`config.mk`:
```
export PLATFORM = sky130hd
export DESIGN_NAME = fetch_seq
export DESIGN_NICKNAME = d
export VERILOG_FILES = /design/src/rtl/fetch_seq.sv
export SDC_FILE = /design/constraint.sdc
export NUM_CORES = 1
export LEC_CHECK = 0
export CORE_MARGIN = 1.5
export CORE_UTILIZATION = 39
export DETAILED_ROUTE_END_ITERATION = 16
export HOLD_SLACK_MARGIN = 0.12
export MAX_ROUTING_LAYER = met4
export PLACE_DENSITY = 0.8
export SLEW_MARGIN = 20
export SYNTH_ARGS = -nofsm -noshare
export SYNTH_HDL_FRONTEND = slang
export SYNTH_SLANG_ARGS = --single-unit
```
`constraint.sdc`:
```
create_clock -name clk -period 1.8 [get_ports clk]
set_clock_uncertainty 0.05 [all_clocks]
set_input_delay 0.36 -clock clk [delete_from_list [all_inputs] [get_ports clk]]
set_output_delay 0.36 -clock clk [all_outputs]
set_load 0.005 [all_outputs]
```
`src/rtl/fetch_seq.sv`:
```
// Instruction-fetch sequencer: samples the PC, reads memory, latches the word into
// the instruction register, pulses incPC and hands the instruction to control.
module fetch_seq #(
    parameter int ADDR_W = 9,
    parameter int CNT_W  = 16
) (
    input  logic              clk,
    input  logic              clr,
    input  logic              run,
    input  logic              flush,
    input  logic [31:0]       pc_q,
    output logic              incPC,
    output logic              mem_rd,
    output logic [ADDR_W-1:0] mem_addr,
    input  logic              mem_ready,
    input  logic [31:0]       mem_data,
    output logic [31:0]       ir,
    output logic              ir_valid,
    input  logic              ir_ack,
    output logic              busy,
    output logic [CNT_W-1:0]  fetch_cnt,
    output logic [1:0]        dbg_state
);

    typedef enum logic [1:0] {
        S_IDLE = 2'd0,
        S_ADDR = 2'd1,
        S_REQ  = 2'd2,
        S_HOLD = 2'd3
    } state_t;

    state_t             r_state;
    logic               r_flush_pend;
    logic               r_inc;
    logic [ADDR_W-1:0]  r_mem_addr;
    logic [31:0]        r_ir;
    logic [CNT_W-1:0]   r_cnt;
    logic               w_unused_pc;

    // Upper PC bits do not take part in addressing; the address wraps modulo 2^ADDR_W.
    assign w_unused_pc = ^pc_q[31:ADDR_W];

    // Handshake: ir_valid stays high for all of HOLD and ir is stable meanwhile;
    // the instruction is transferred (and counted) on any cycle with ir_valid && ir_ack.
    always_ff @(posedge clk or negedge clr) begin
        if (!clr) begin
            r_state      <= S_IDLE;
            r_flush_pend <= 1'b0;
            r_inc        <= 1'b0;
            r_mem_addr   <= '0;
            r_ir         <= '0;
            r_cnt        <= '0;
        end else begin
            r_inc <= 1'b0;
            case (r_state)
                S_IDLE: begin
                    if (run && !flush) r_state <= S_ADDR;
                end
                S_ADDR: begin
                    r_mem_addr <= pc_q[ADDR_W-1:0];
                    r_state    <= flush ? S_IDLE : S_REQ;
                end
                S_REQ: begin
                    // A flush never abandons an outstanding read; it only discards its data.
                    if (mem_ready) begin
                        if (r_flush_pend || flush) begin
                            r_flush_pend <= 1'b0;
                            r_state      <= S_IDLE;
                        end else begin
                            r_ir    <= mem_data;
                            r_inc   <= 1'b1;
                            r_state <= S_HOLD;
                        end
                    end else if (flush) begin
                        r_flush_pend <= 1'b1;
                    end
                end
                S_HOLD: begin
                    if (ir_ack) begin
                        r_cnt   <= r_cnt + CNT_W'(1);
                        r_state <= (run && !flush) ? S_ADDR : S_IDLE;
                    end else if (flush) begin
                        r_state <= S_IDLE;
                    end
                end
                default: r_state <= S_IDLE;
            endcase
        end
    end

    assign incPC     = r_inc;
    assign mem_rd    = (r_state == S_REQ);
    assign mem_addr  = r_mem_addr;
    assign ir        = r_ir;
    assign ir_valid  = (r_state == S_HOLD);
    assign busy      = (r_state != S_IDLE);
    assign fetch_cnt = r_cnt;
    assign dbg_state = r_state;

endmodule
```
==> flow_metrics.env <==
export IMPL_status="complete, no violations"
export IMPL_synth_ff_type="dfrtp_1"
export IMPL_yosysWarningCount=0
export IMPL_diodes=0
export IMPL_min_path_cells=1
export IMPL_synthMuxAreaShare_pct=19.4
export IMPL_dieWidth_um=82.1
export IMPL_fin_crit_ns=1.72
export IMPL_required_ns=1.39
export IMPL_tightest_slew_ns=0.414
export IMPL_antenna_found_initial=0
export IMPL_slew_viol_final=0
export IMPL_place_hpwl_um=3830
export IMPL_top_layer="met4"
export IMPL_postRouteAntennaNets=0
export IMPL_reg2reg_setup_slack_ns=0.11
export IMPL_grt_usage_pct=16.6
export IMPL_synth_area_leader_cell="dfrtp_1"
export IMPL_min_to="fetch_cnt[15]"
export IMPL_io_pins=133
export IMPL_clk_pin_slew_ns=0.06
export IMPL_critPathArrivalTime_ns=1.31
export IMPL_floorplan_die_height_um=82.1
export IMPL_hold_slack_ns=0.418
export IMPL_cts_buffer_depth=2
export IMPL_met2_wirelength_um=2520
export IMPL_synthXorXnorAreaFrac_pct=5.38
export IMPL_wl_met1_um=2060
export IMPL_period_share_pct=95.6
export IMPL_yosys_area_share_simple_pct=8.30
export IMPL_seq_area_frac_synth_pct=62.5
export IMPL_crit_reg2reg_capture="fetch_cnt[15]"
export IMPL_syn_inst=169
export IMPL_rows=28
export IMPL_end_kind="primary output"
export IMPL_wl_um=5100
export IMPL_num_vias=1822
export IMPL_cp_max_fo=6
export IMPL_cp_top_family="buffers and inverters"
export IMPL_gr_total_overflow=0
export IMPL_vdd_ir_drop_max_mv=0.725
export IMPL_final_area_um2=3890
export IMPL_leakage_nw=1.75
export IMPL_drive_above_1_share_pct=21.2
export IMPL_seqCellArea_um2=1530
export IMPL_yosysMostFrequentCell="dfrtp_1"
export IMPL_netlist_top_cells_area="dfrtp_1, mux2_2, mux2_1, xnor2_1, xor2_1"
export IMPL_startpoint_type="register"
export IMPL_met3WireLength_um=421
export IMPL_place_congestion=0.798
export IMPL_synth_edf_count=0
export IMPL_dr_pass1_iters=4
export IMPL_cp_num_buf_inv=1
export IMPL_multi_input_area_um2=866
export IMPL_cts_tree="done"
export IMPL_cts_sinks=61
export IMPL_layout_setup_ws_ns=0.0796
export IMPL_synth_compound_area_share_pct=1.59
export IMPL_synth_top_family_by_area="multiplexers"
export IMPL_numPortBuffers=109
export IMPL_worstHoldStart="fetch_cnt[15]"
export IMPL_pre_cts_slack_ns=-0.123
export IMPL_yosys_area_share_adder_pct=0.512
export IMPL_grt_pass1_vias=1840
export IMPL_synth_seq_cells=61
export IMPL_wire_per_inst_um=13.5
export IMPL_crit_path_top_delay_cell="clkdlybuf4s50_1"
export IMPL_core_area_um2=5990
export IMPL_nets=368
export IMPL_tns_ns=0
export IMPL_grt_max_degree=35
export IMPL_post_drt_via_cell_ratio=4.83
export IMPL_setup_viol=0
export IMPL_cts_root_buf="clkbuf_8"
export IMPL_timing_fmax_mhz=581
export IMPL_power_density_nw_per_um2=1310
export IMPL_synth_common_cells="dfrtp_1, mux2_2, mux2_1, xnor2_1"
export IMPL_area_growth_synth_to_final_pct=59.3
export IMPL_hold_viol_final=0
export IMPL_clock_latency_ns=0.33
export IMPL_postPlaceCellArea_um2=3690
export IMPL_drtIter0Drc=50
export IMPL_start_util_pct=40.8
export IMPL_rr_worst_depth=6
export IMPL_synth_distinct_cells=31
export IMPL_cpPeakStageDelay_ns=0.54
export IMPL_r2r_start="dbg_state[0]"
export IMPL_rsz0062_at_grt="yes"
export IMPL_synth_top_area_share_pct=62.5
export IMPL_syn_area_um2=2440
export IMPL_drc=0
export IMPL_htree_levels=3
export IMPL_fill_cells=460
export IMPL_async_flop_share_pct=100
export IMPL_min_path_type="register to register"
export IMPL_worstPathCellList="clkdlybuf4s50_1"
export IMPL_cts_buffers=9
export IMPL_dieArea_um2=6750
export IMPL_critical_path_class="register to primary output"
export IMPL_synth_fp_nets=240
export IMPL_drv_cap=0
export IMPL_grt_first_pass_wirelength_um=7960
export IMPL_synth_area_per_cell_um2=14.5
export IMPL_slew_headroom_pct=72.4
==> layout make-up <==
class	instances	area share (%)
flip-flops and latches	61	39.3
repair buffers	123	31.1
multi-input cells	96	22.3
clock buffers	15	4.28
well taps	75	2.41
inverters	6	0.579
clock inverters	1	0.129
==> cells in the final DEF, fill, tap and decap left out, types with 2 or more instances in the layout <==
master           count
nand4_1              3
nor2_1               4
clkdlybuf4s50_1    104
clkbuf_8            11
clkbuf_1             4
a21oi_1              3
and3_1               3
buf_4               10
mux2_2              30
mux2_1              12
inv_1                6
buf_6                2
nand3_1              4
dfrtp_1             60
xor2_1               6
nand2_1              6
dlygate4sd2_1        2
xnor2_1              9
==> registers in the layout (all words and copies together) (netlist names) <==
name and flops:
dbg_state 2, fetch_cnt 16, incPC 1, ir 32, mem_addr 9, r_flush_pend 1
==> metrics by stage <==
step           total power [W]  utilization [%]  instances
6_report               0.00508             64.9        377
5_1_grt                0.00540             64.9        377
4_1_cts                0.00516             64.9        377
3_5_place_dp           0.00408             61.6        359
3_3_place_gp           0.00400             61.6        359
2_1_floorplan          0.00275                -        169
==> worst max path at each step <==
stage / from / end / slack (ns) / depth (start not counted)
final: fetch_cnt[7] / fetch_cnt[7] / 0.08 / 1
after CTS: dbg_state[0] / dbg_state[0] / 0.02 / 2
after global placement: ir_ack / fetch_cnt[15] / -0.11 / 5
after detailed placement: ir_ack / fetch_cnt[11] / -0.12 / 5
after global routing: dbg_state[0] / fetch_cnt[15] / -0.007 / 6
after floorplan: dbg_state[1] / ir[31] / 0.23 / 5
==> what timing repair did <==
item,in CTS,in global routing
resized for setup,8,3
endpoints found under the setup margin,15,5
pin swaps,0,0
hold buffers,1,0
buffers inserted,1,0
endpoints found under the hold margin,61,0
==> cells by family after synthesis <==
| kind of cell | Yosys count |
|---|---|
| AOI/OAI and AO/OA | 6 |
| muxes | 42 |
| and+or+nand+nor | 32 |
| buffers and inverters | 12 |
| xor gates and xnor gates | 15 |
| DFF | 61 |
| adders and majority gates | 1 |
==> layer usage <==
metal,vias to the layer above,global-route usage [%]
li1,846,-
met1,891,17.5
met2,74,28.1
met3,11,5.38
met4,0,8.14
met5,-,-
==> power by group <==
| group | switching [W] | internal (W) | leakage (nW) | total [W] |
|---|---|---|---|---|
| clock network | 0.000480 | 0.000575 | 0.0877 | 0.00106 |
| registers | 0.000261 | 0.00188 | 0.766 | 0.00214 |
| logic | 0.000520 | 0.00136 | 0.899 | 0.00188 |
Power figures use the tool's default switching activity.
